===== src/rtl/game_flow_ctrl_pkg.sv =====
// Shared encodings and constants for the lane-runner game sequencer.
// State codes, PS2 scan codes and lane geometry.
package game_flow_ctrl_pkg;

  typedef enum logic [2:0] {
    ST_IDLE    = 3'b000,
    ST_PLAY    = 3'b001,
    ST_PAUSE   = 3'b010,
    ST_OVER    = 3'b011,
    ST_RESPAWN = 3'b100
  } state_t;

  localparam logic [8:0] KEY_START = 9'h05A;
  localparam logic [8:0] KEY_PAUSE = 9'h04D;
  localparam logic [8:0] KEY_LEFT  = 9'h012;
  localparam logic [8:0] KEY_RIGHT = 9'h059;

  localparam int LANE_STEP     = 136;
  localparam int LANE_MAX      = 544;
  localparam int X_START       = 272;
  localparam int LIVES_INIT    = 3;
  localparam int RESPAWN_TICKS = 8;

endpackage


===== src/rtl/game_flow_ctrl_bcd3_sat_inc.sv =====
// Three-digit BCD incrementer (add 0..2), saturating at 999.
// Purely combinational; carries ripple ones -> tens -> hundreds.
module bcd3_sat_inc (
  input  logic [11:0] value,
  input  logic [1:0]  inc,
  output logic [11:0] sum
);

  logic [4:0] ones;
  logic [4:0] tens;
  logic [4:0] hund;
  logic       c0;
  logic       c1;

  always_comb begin
    ones = {1'b0, value[3:0]} + {3'b000, inc};
    c0   = (ones > 5'd9);
    if (c0) ones = ones - 5'd10;

    tens = {1'b0, value[7:4]} + {4'b0000, c0};
    c1   = (tens > 5'd9);
    if (c1) tens = tens - 5'd10;

    hund = {1'b0, value[11:8]} + {4'b0000, c1};

    if (hund > 5'd9) sum = 12'h999;
    else             sum = {hund[3:0], tens[3:0], ones[3:0]};
  end

endmodule


===== src/rtl/game_flow_ctrl.sv =====
// Game sequencer: owns state, lane position, lives and BCD score.
// Driven by PS2 make events, frame ticks and hit/coin pulses.
module game_flow_ctrl #(
  parameter int LANE_STEP     = game_flow_ctrl_pkg::LANE_STEP,
  parameter int LANE_MAX      = game_flow_ctrl_pkg::LANE_MAX,
  parameter int X_START       = game_flow_ctrl_pkg::X_START,
  parameter int LIVES_INIT    = game_flow_ctrl_pkg::LIVES_INIT,
  parameter int RESPAWN_TICKS = game_flow_ctrl_pkg::RESPAWN_TICKS
) (
  input  logic        clk,
  input  logic        rst,
  input  logic        key_valid,
  input  logic        key_make,
  input  logic [8:0]  key_code,
  input  logic        tick,
  input  logic        hit,
  input  logic        coin,
  output logic [2:0]  state,
  output logic [9:0]  x,
  output logic [1:0]  lives,
  output logic [11:0] point
);

  import game_flow_ctrl_pkg::*;

  localparam int CW =
    (RESPAWN_TICKS > 1) ? $clog2(RESPAWN_TICKS) : 1;

  state_t      st;
  state_t      st_n;
  logic [9:0]  x_n;
  logic [1:0]  lives_n;
  logic [11:0] point_n;
  logic [11:0] point_inc;
  logic [CW-1:0] cnt;
  logic [CW-1:0] cnt_n;
  logic [1:0]  inc;

  logic make;
  logic k_start;
  logic k_pause;
  logic k_left;
  logic k_right;
  logic can_left;
  logic can_right;

  assign make    = key_valid & key_make;
  assign k_start = make & (key_code == KEY_START);
  assign k_pause = make & (key_code == KEY_PAUSE);
  assign k_left  = make & (key_code == KEY_LEFT);
  assign k_right = make & (key_code == KEY_RIGHT);

  assign can_left  = (x >= 10'(LANE_STEP));
  assign can_right =
    ({1'b0, x} + 11'(LANE_STEP)) <= 11'(LANE_MAX);

  assign inc = {1'b0, tick} + {1'b0, coin};

  bcd3_sat_inc u_inc (
    .value (point),
    .inc   (inc),
    .sum   (point_inc)
  );

  always_ff @(posedge clk or posedge rst) begin
    if (rst) begin
      st    <= ST_IDLE;
      x     <= 10'(X_START);
      lives <= 2'd0;
      point <= 12'h000;
      cnt   <= '0;
    end else begin
      st    <= st_n;
      x     <= x_n;
      lives <= lives_n;
      point <= point_n;
      cnt   <= cnt_n;
    end
  end

  always_comb begin
    st_n    = st;
    x_n     = x;
    lives_n = lives;
    point_n = point;
    cnt_n   = cnt;
    case (st)
      ST_IDLE, ST_OVER: begin
        if (k_start) begin
          st_n    = ST_PLAY;
          lives_n = 2'(LIVES_INIT);
          point_n = 12'h000;
          x_n     = 10'(X_START);
        end
      end
      ST_PLAY: begin
        point_n = point_inc;
        // A hit pre-empts any key seen on the same edge.
        if (hit) begin
          lives_n = lives - 2'd1;
          if (lives == 2'd1) begin
            st_n = ST_OVER;
          end else begin
            st_n  = ST_RESPAWN;
            x_n   = 10'(X_START);
            cnt_n = '0;
          end
        end else begin
          unique case (1'b1)
            k_left:  if (can_left)  x_n = x - 10'(LANE_STEP);
            k_right: if (can_right) x_n = x + 10'(LANE_STEP);
            k_pause: st_n = ST_PAUSE;
            default: ;
          endcase
        end
      end
      ST_PAUSE: begin
        if (k_pause) st_n = ST_PLAY;
      end
      ST_RESPAWN: begin
        if (tick) begin
          if (cnt == CW'(RESPAWN_TICKS - 1)) begin
            st_n  = ST_PLAY;
            cnt_n = '0;
          end else begin
            cnt_n = cnt + 1'b1;
          end
        end
      end
      default: st_n = ST_IDLE;
    endcase
  end

  assign state = st;

endmodule


===== config.mk =====
export PLATFORM = sky130hd
export DESIGN_NAME = game_flow_ctrl
export DESIGN_NICKNAME = d
export VERILOG_FILES = /design/src/rtl/game_flow_ctrl_pkg.sv /design/src/rtl/game_flow_ctrl_bcd3_sat_inc.sv /design/src/rtl/game_flow_ctrl.sv
export SDC_FILE = /design/constraint.sdc
export NUM_CORES = 1
export LEC_CHECK = 0
export ABC_CLOCK_PERIOD_IN_PS = 7170
export CELL_PAD_IN_SITES_DETAIL_PLACEMENT = 1
export CELL_PAD_IN_SITES_GLOBAL_PLACEMENT = 2
export CORE_MARGIN = 5
export CORE_UTILIZATION = 32
export CTS_CLUSTER_DIAMETER = 200
export CTS_CLUSTER_SIZE = 16
export DETAILED_ROUTE_END_ITERATION = 10
export PLACE_DENSITY_LB_ADDON = 0.25
export SLEW_MARGIN = 20
export SYNTH_ARGS = -nofsm -noshare
export SYNTH_HDL_FRONTEND = slang
export SYNTH_SLANG_ARGS = --single-unit

===== constraint.sdc =====
create_clock -name clk -period 7.17 [get_ports clk]
set_input_delay 1.434 -clock clk [delete_from_list [all_inputs] [get_ports clk]]
set_output_delay 1.434 -clock clk [all_outputs]
set_load 0.02 [all_outputs]

==> qor.txt, run 1 <==
OUTCOME
----------------------------------------------------------------------------------------------------
Result of the run                                                                          completed

ROUTING
----------------------------------------------------------------------------------------------------
Number of vias after detailed routing                                                           1833
Number of iterations in the first detailed-routing pass                                            4
Final wirelength                                                                             5320 um
DRC errors left                                                                                    0
Drt via density                                                                                 5.34
Wire per inst                                                                                15.5 um
Starting DRT DRC Count                                                                            61
Post-detailed-route count of antenna-violating nets                                                0

CLOCK NETWORK
----------------------------------------------------------------------------------------------------
Latest clock arrival within the worst-skew pair                                              0.28 ns
Clock tree from TritonCTS                                                                       done
Clock tree root driver cell                                                                 clkbuf_8
Number of hold buffers added after cts                                                             0
Clock sinks                                                                                       27
Count of instances resized after the clock tree is built                                           0
Number of buffers between clock root and the deepest sink                                          2
# H-tree levels                                                                                    1
Total CTS buffers                                                                                  3
Post-CTS setup buffers                                                                             0
Clock-pin slew reported for the worst setup and hold paths after clock tree synthesis        0.10 ns

LAYOUT
----------------------------------------------------------------------------------------------------
Fraction of final layout cells with drive strength greater than 1                              4.85%
Fillers                                                                                          743
Final Core Density                                                                             41.2%
Layout Nets                                                                                      299
Area added between synthesis and finish                                                        23.6%
Antenna diode count                                                                                0

PLACEMENT
----------------------------------------------------------------------------------------------------
Input/output buffers                                                                              39
Placer Congestion                                                                              0.743
Sum of net half-perimeters after detailed placement                                          4120 um
Worst setup slack after placement                                                            1.23 ns

CRITICAL PATH
----------------------------------------------------------------------------------------------------
WP depth                                                                                          20
WP data arrival                                                                              5.88 ns
Critical path startpoint                                                                        tick
Startpoint of the most critical register-to-register path                               point[0]$_DFFE_PP0P_
Cell count of the worst reg-to-reg path                                                           19
Last element of the critical path                                                       point[10]$_DFFE_PP0P_
Critical-path cell with the highest stage delay                                                 fa_1
Setup slack on the worst flop-to-flop path                                                   2.78 ns
CP bufs+invs                                                                                       3
Most frequent cell on the critical path                                                         ha_1
Family of cells with the greatest summed delay on the critical path                      adder cells
Slowest stage delay, CP                                                                      0.49 ns
Ordered list of cells on the worst path                                                 clkdlybuf4s50_1 > fa_1 > ha_1 > inv_1 > a21oi_1 > o22a_1 > ha_1 > ha_1 > inv_1 > nand2_1 > a31oi_1 > nor2_1 > ha_1 > ha_1 > nand2b_1 > a21oi_1 > a21oi_1 > nor2_1 > nand2_1 > o21ai_0
Type of the worst setup path                                                            input port to flop
CP Capture Type                                                                                 flop
Required time worst endpoint                                                                 7.38 ns
CP startpoint kind                                                                        input port
Crit-path max FO                                                                                   7
Worst reg2reg path endpoint                                                             point[10]$_DFFE_PP0P_

PWR
----------------------------------------------------------------------------------------------------
Proportion of power drawn by the clock network                                                 30.3%
Fraction of power spent switching nets                                                         27.2%
Combinational share of power                                                                   16.1%
Power density relative to cell area                                                      121 mW/mm^2
Leakage power figure                                                                      0.00103 uW
Pint                                                                                          219 uW
Part of the power in registers                                                                 53.6%
Power spent charging and discharging nets                                                    81.7 uW
Worst ir drop on vdd                                                                     0.0000729 V

SYNTHESIS
----------------------------------------------------------------------------------------------------
Number of unique standard cell types used by synthesis                                            55
Synth cell count leaders                                                                nand2_1, dfrtp_1, o21ai_0
Yosys warns                                                                                        0
Number of enable flip-flop cells after synthesis                                                   0
Proportion of synthesized flip-flops having asynchronous set or reset                           100%
Synth area leaders                                                                      dfrtp_1, ha_1, o21ai_0, nand2_1, a21oi_1
Cell type with the highest aggregate area in the netlist                                     dfrtp_1
Main flop type after synthesis                                                               dfrtp_1
Synthesized instance count                                                                       236
Post-synthesis cell area                                                                0.00201 sq mm
Post-Synthesis Mean Instance Area                                                         8.52 sq um
Share of Yosys cell area claimed by the top area cell type                                     31.1%
FF+latch count, synth                                                                             27
Part of the Yosys area used for sequential elements                                            33.7%
Cell with the most instances after synthesis                                                 nand2_1

TIMING
----------------------------------------------------------------------------------------------------
Fraction of the cycle the final worst path needs                                               79.1%
Slew at the pin closest to its max-slew limit                                                1.02 ns
Peak clock frequency supported by timing                                                   0.176 GHz
Setup repair after global routing missed its margin                                               no
Final Max Slew Viols                                                                               0
Aggregate negative setup slack                                                                  0 ns
Final critical path time including I/O delays and setup                                      5.67 ns
Hold Worst Slack                                                                            0.537 ns
Final-report hold violation count                                                                  0
Final setup slack of the worst path                                                          1.50 ns
Worst Skew                                                                                0.00883 ns
Final setup violating endpoints                                                                    0
Worst slew slack as a fraction of its limit                                                    32.3%

DIE
----------------------------------------------------------------------------------------------------
Number of standard-cell rows in the floorplan                                                     28
Die outline height                                                                           89.3 um
Area of the die                                                                         0.00797 sq mm
Die outline width                                                                            89.3 um
Initial cell density of the core                                                               33.4%
Core box area                                                                           0.00603 sq mm
Ports                                                                                             43

RUN
----------------------------------------------------------------------------------------------------
Number of violations of the max-capacitance limit                                                  0

MIN PATH
----------------------------------------------------------------------------------------------------
Path category of the worst min-delay check                                              flop to flop

GLOBAL ROUTE
----------------------------------------------------------------------------------------------------
Aggregate global-route resource usage                                                          14.0%
Pin count of the biggest net entering global routing                                              28
Grt ovf                                                                                            0
First-pass GRT wire length                                                                   9010 um
Via count of the first global-routing pass                                                      1877
Initial antenna violation count                                                                    0

-- power groups by stage --
stage          clock network [uW]  logic [uW]  registers [uW]
2_1_floorplan                   0        27.8             165
3_5_place_dp                    0        48.9             164
5_1_grt                       100        54.4             162
6_report                     91.0        48.4             161
4_1_cts                      94.0        49.2             161
3_3_place_gp                    0        48.1             164
-- cell families (layout without fill, tap and decap cells) --
family                     Yosys count  in the layout  synth area share [%]
AOI/OAI and AO/OA                   71             71                  24.5
xor gates and xnor gates             7              7                  3.05
adders and majority gates           14             14                  9.09
buffers and inverters               30             60                  6.35
DFF                                 27             27                  33.7
muxes                                4              4                  2.05
other                                1              3                 0.187
and+or+nand+nor                     82             82                  21.0
-- registers in the layout, indices dropped and copies added, names as in the netlist --
register,flops
point,12
x,7
cnt,3
state,3
lives,2
-- final cells by class --
type / count / area [sq um] / share of cell area (%)
multi-input cells: 181 / 1210 / 48.8
flip-flops and latches: 27 / 678 / 27.3
repair buffers: 39 / 390 / 15.7
well taps: 75 / 93.8 / 3.78
inverters: 17 / 63.8 / 2.57
clock buffers: 3 / 41.3 / 1.66
clock inverters: 1 / 5.00 / 0.201
-- placed cells by master, fill, tap and decap left out, types with 3 or more instances in the layout --
master	synthesis	final
dfrtp_1	25	25
nor3_1	8	8
nand3_1	10	10
mux2i_1	3	3
o31ai_1	3	3
clkbuf_8	0	3
and2_1	3	3
conb_1	1	3
xnor2_1	5	5
nor2_1	16	16
clkdlybuf4s50_1	0	39
a31oi_1	4	4
o21ai_0	24	24
ha_1	13	13
a22o_1	5	5
inv_1	16	15
a21oi_1	13	13
o22a_1	3	3
nand2_1	27	27
-- per-layer routing --
metal	share of wire, %	track usage (%)	vias to the layer above	routed length (um)
li1	-	-	914	-
met1	49	19.2	878	2610
met2	46	23.4	37	2430
met3	4.4	2.86	4	235
met4	0.75	2.03	0	40
met5	0	0	-	0
-- through the flow --
| stage | instance area [sq um] | instances | total power [uW] |
|---|---|---|---|
| 3_3_place_gp | 2440 | 339 | 212 |
| 2_1_floorplan | 2020 | 238 | 193 |
| 4_1_cts | 2480 | 343 | 304 |
| 3_5_place_dp | 2440 | 339 | 213 |
| 6_report | 2480 | 343 | 300 |
| 5_1_grt | 2480 | 343 | 317 |
-- worst min-delay path by stage --
stage | start | endpoint | slack [ns] | depth (start not counted)
after floorplan | cnt[1]$_DFFE_PP0P_ | cnt[1]$_DFFE_PP0P_ | 0.52 | 2
after global placement | lives[1]$_DFFE_PP0P_ | lives[1]$_DFFE_PP0P_ | 0.50 | 1
after detailed placement | lives[1]$_DFFE_PP0P_ | lives[1]$_DFFE_PP0P_ | 0.52 | 1
after CTS | lives[1]$_DFFE_PP0P_ | lives[1]$_DFFE_PP0P_ | 0.54 | 1
after global routing | point[10]$_DFFE_PP0P_ | point[10]$_DFFE_PP0P_ | 0.58 | 1
final | lives[1]$_DFFE_PP0P_ | lives[1]$_DFFE_PP0P_ | 0.54 | 1
Power figures use the tool's default switching activity.
==> inputs of run 2 (changes only) <==
--- a/config.mk
+++ b/config.mk
@@ -5,11 +5,11 @@
 export SDC_FILE = /design/constraint.sdc
 export NUM_CORES = 1
 export LEC_CHECK = 0
-export ABC_CLOCK_PERIOD_IN_PS = 7170
+export ABC_CLOCK_PERIOD_IN_PS = 5700
 export CELL_PAD_IN_SITES_DETAIL_PLACEMENT = 1
 export CELL_PAD_IN_SITES_GLOBAL_PLACEMENT = 2
 export CORE_MARGIN = 5
-export CORE_UTILIZATION = 32
+export CORE_UTILIZATION = 30
 export CTS_CLUSTER_DIAMETER = 200
 export CTS_CLUSTER_SIZE = 16
 export DETAILED_ROUTE_END_ITERATION = 10
==> constraint.sdc (replaced) <==
create_clock -name clk -period 5.7 [get_ports clk]
set_input_delay 1.14 -clock clk [delete_from_list [all_inputs] [get_ports clk]]
set_output_delay 1.14 -clock clk [all_outputs]
set_load 0.02 [all_outputs]
==> qor.txt, run 2 (synthesis gave the netlist of run 1 again) <==
TIMING
----------------------------------------------------------------------------------------------------
Final setup slack of the worst path                                                         0.456 ns   was 1.50 ns
Setup repair after global routing missed its margin                                               no   unchanged
Worst slew slack as a fraction of its limit                                                    59.7%   was 32.3%
Final setup violating endpoints                                                                    0   unchanged
Worst Skew                                                                                0.00494 ns   was 0.00883 ns
Final-report hold violation count                                                                  0   unchanged
Final Max Slew Viols                                                                               0   unchanged
Slew at the pin closest to its max-slew limit                                               0.599 ns   was 1.02 ns
Aggregate negative setup slack                                                                  0 ns   unchanged
Fraction of the cycle the final worst path needs                                               92.0%
Final critical path time including I/O delays and setup                                      5.24 ns
Peak clock frequency supported by timing                                                   0.191 GHz

CLOCK NETWORK
----------------------------------------------------------------------------------------------------
Number of hold buffers added after cts                                                             0   unchanged
Clock tree root driver cell                                                                 clkbuf_8   unchanged
Total CTS buffers                                                                                  3   unchanged
Clock tree from TritonCTS                                                                       done   unchanged
Clock sinks                                                                                       27   unchanged
Clock-pin slew reported for the worst setup and hold paths after clock tree synthesis        0.11 ns   was 0.10 ns
Latest clock arrival within the worst-skew pair                                              0.28 ns   about the same
# H-tree levels                                                                                    1   unchanged
Number of buffers between clock root and the deepest sink                                          2   unchanged

CRITICAL PATH
----------------------------------------------------------------------------------------------------
Ordered list of cells on the worst path                                                 clkdlybuf4s50_1 > fa_1 > ha_1 > inv_1 > a21oi_1 > o22a_1 > ha_1 > ha_1 > inv_1 > nand2_1 > a31oi_1 > nor2_1 > ha_1 > ha_1 > nand2b_1 > a21oi_1 > a21oi_1 > nor2_2 > a22o_1   was clkdlybuf4s50_1 > fa_1 > ha_1 > inv_1 > a21oi_1 > o22a_1 > ha_1 > ha_1 > inv_1 > nand2_1 > a31oi_1 > nor2_1 > ha_1 > ha_1 > nand2b_1 > a21oi_1 > a21oi_1 > nor2_1 > nand2_1 > o21ai_0
Crit-path max FO                                                                                   7   unchanged
CP startpoint kind                                                                        input port   unchanged
Slowest stage delay, CP                                                                      0.49 ns   about the same
WP data arrival                                                                              5.43 ns   was 5.88 ns
CP bufs+invs                                                                                       3   unchanged
Critical-path cell with the highest stage delay                                                 fa_1   unchanged
Most frequent cell on the critical path                                                         ha_1   unchanged
Required time worst endpoint                                                                 5.88 ns   was 7.38 ns
CP Capture Type                                                                                 flop   unchanged
Family of cells with the greatest summed delay on the critical path                      adder cells   unchanged
Type of the worst setup path                                                            input port to flop   unchanged

DIE
----------------------------------------------------------------------------------------------------
Die outline height                                                                           91.9 um   was 89.3 um
Ports                                                                                             43   unchanged
Initial cell density of the core                                                               31.3%   was 33.4%
Area of the die                                                                         0.00844 sq mm   was 0.00797 sq mm
Number of standard-cell rows in the floorplan                                                     29   was 28
Core box area                                                                           0.00642 sq mm   was 0.00603 sq mm
Die outline width                                                                            91.9 um   was 89.3 um

GLOBAL ROUTE
----------------------------------------------------------------------------------------------------
First-pass GRT wire length                                                                   9180 um   was 9010 um
Aggregate global-route resource usage                                                          13.1%   was 14.0%
Initial antenna violation count                                                                    0   unchanged
Grt ovf                                                                                            0   unchanged
Pin count of the biggest net entering global routing                                              28   unchanged
Via count of the first global-routing pass                                                      1894   was 1877

PWR
----------------------------------------------------------------------------------------------------
Power density relative to cell area                                                      153 mW/mm^2   was 121 mW/mm^2
Proportion of power drawn by the clock network                                                 31.2%   was 30.3%
Power spent charging and discharging nets                                                     107 uW   was 81.7 uW
Pint                                                                                          276 uW   was 219 uW
Worst ir drop on vdd                                                                     0.0000833 V   was 0.0000729 V
Combinational share of power                                                                   15.8%   was 16.1%
Part of the power in registers                                                                 52.9%   was 53.6%
Post-layout total power                                                                       382 uW   was 300 uW
Fraction of power spent switching nets                                                         27.9%   was 27.2%
Leakage power figure                                                                      0.00103 uW   about the same

PLACEMENT
----------------------------------------------------------------------------------------------------
Number of placed instances with taps included                                                    342   was 339
Placer Congestion                                                                              0.799   was 0.743
Placement-stage cell area                                                               0.00245 sq mm   was 0.00244 sq mm
Input/output buffers                                                                              39   unchanged
Sum of net half-perimeters after detailed placement                                          4130 um   was 4120 um
Worst setup slack after placement                                                          0.0503 ns   was 1.23 ns

OUTCOME
----------------------------------------------------------------------------------------------------
Result of the run                                                                          completed   unchanged

RUN
----------------------------------------------------------------------------------------------------
Number of violations of the max-capacitance limit                                                  0   unchanged

LAYOUT
----------------------------------------------------------------------------------------------------
Post-route cell area                                                                    0.00250 sq mm   was 0.00248 sq mm
Most flop-heavy register                                                                       point   unchanged
Fraction of final layout cells with drive strength greater than 1                              5.58%   was 4.85%
Commonest non-fill, non-tap cells in the layout                                         clkdlybuf4s50_1, nand2_1, dfrtp_1   unchanged
Area added between synthesis and finish                                                        24.3%   was 23.6%
Most frequent standard cell in the layout excluding fill and tap cells                  clkdlybuf4s50_1   unchanged
Largest registers ranked by flip-flop count                                             point x12, x x7   unchanged
Cell Count, Final, Fillers Out                                                                   346   was 343
Max reg flops                                                                                     12   unchanged
Layout Nets                                                                                      300   was 299
Antenna diode count                                                                                0   unchanged

ROUTING
----------------------------------------------------------------------------------------------------
Number of iterations in the first detailed-routing pass                                            4   unchanged
Final wirelength                                                                             5480 um   was 5320 um
Number of vias after detailed routing                                                           1886   was 1833
Starting DRT DRC Count                                                                            52   was 61
Wire per inst                                                                                15.8 um   was 15.5 um
Drt via density                                                                                 5.45   was 5.34
DRC errors left                                                                                    0   unchanged
Post-detailed-route count of antenna-violating nets                                                0   unchanged

MIN PATH
----------------------------------------------------------------------------------------------------
Path category of the worst min-delay check                                              flop to flop   unchanged

## run 2: power groups by stage
stage / Clock, uW / Sequential [uW] / Combinational [uW]
after floorplan: 0 / 207 / 34.9
after global placement: 0 / 206 / 60.7
after detailed placement: 0 / 206 / 61.5
after CTS: 128 / 203 / 62.0
after global routing: 137 / 204 / 67.8
final: 119 / 202 / 60.5
## run 2: worst paths after layout
check | from | to | slack [ns] | cells after the start
setup / recovery | tick | point[1]$_DFFE_PP0P_ | 0.46 | 19
hold / removal | point[4]$_DFFE_PP0P_ | point[4]$_DFFE_PP0P_ | 0.53 | 2
setup reg to reg | point[0]$_DFFE_PP0P_ | point[1]$_DFFE_PP0P_ | 1.45 | 18
hold reg to reg | point[4]$_DFFE_PP0P_ | point[4]$_DFFE_PP0P_ | 0.53 | 2
max in group asynchronous | rst | state[2]$_DFFE_PP0P_ | 4.06 | 2
min in group asynchronous | rst | point[1]$_DFFE_PP0P_ | 1.24 | 2
## run 2: timing repair
item,in CTS,in global routing
endpoints found under the setup margin,0,1
gates resized for setup,0,1
setup buffers,0,0
## run 2: worst reg2reg max path, cell delays in order (launching register included)
cell      delay [ns]
dfrtp_1         0.42
fa_1            0.42
ha_1            0.35
inv_1           0.15
a21oi_1         0.09
o22a_1          0.26
ha_1            0.22
ha_1            0.29
inv_1           0.14
nand2_1         0.07
a31oi_1         0.17
nor2_1          0.10
ha_1            0.21
ha_1            0.31
nand2b_1        0.11
a21oi_1         0.06
a21oi_1         0.42
nor2_2          0.16
a22o_1          0.21
## run 2: final cells by class
type,instances,area [sq um]
Clock buffer,3,41.3
Clock inverter,1,7.51
Fill cell,773,3920
Inverter,17,63.8
Multi-Input combinational cell,181,1210
Sequential cell,27,678
Tap cell,77,96.3
Timing Repair Buffer,40,398
## run 2: routing by layer
metal | global-route usage (%) | wire length (um) | vias to the layer above
li1 | - | - | 924
met1 | 17.2 | 2710 | 925
met2 | 22.5 | 2500 | 35
met3 | 3.11 | 238 | 2
met4 | 1.49 | 23 | 0
met5 | 0 | 0 | -
## run 2: metrics by stage
step / utilization (%) / hold WS [ns]
6_report: 38.9 / 0.534
5_1_grt: 38.9 / 0.576
4_1_cts: 38.9 / 0.547
3_5_place_dp: 38.1 / 0.520
2_1_floorplan: - / 0.517
3_3_place_gp: 38.1 / 0.501
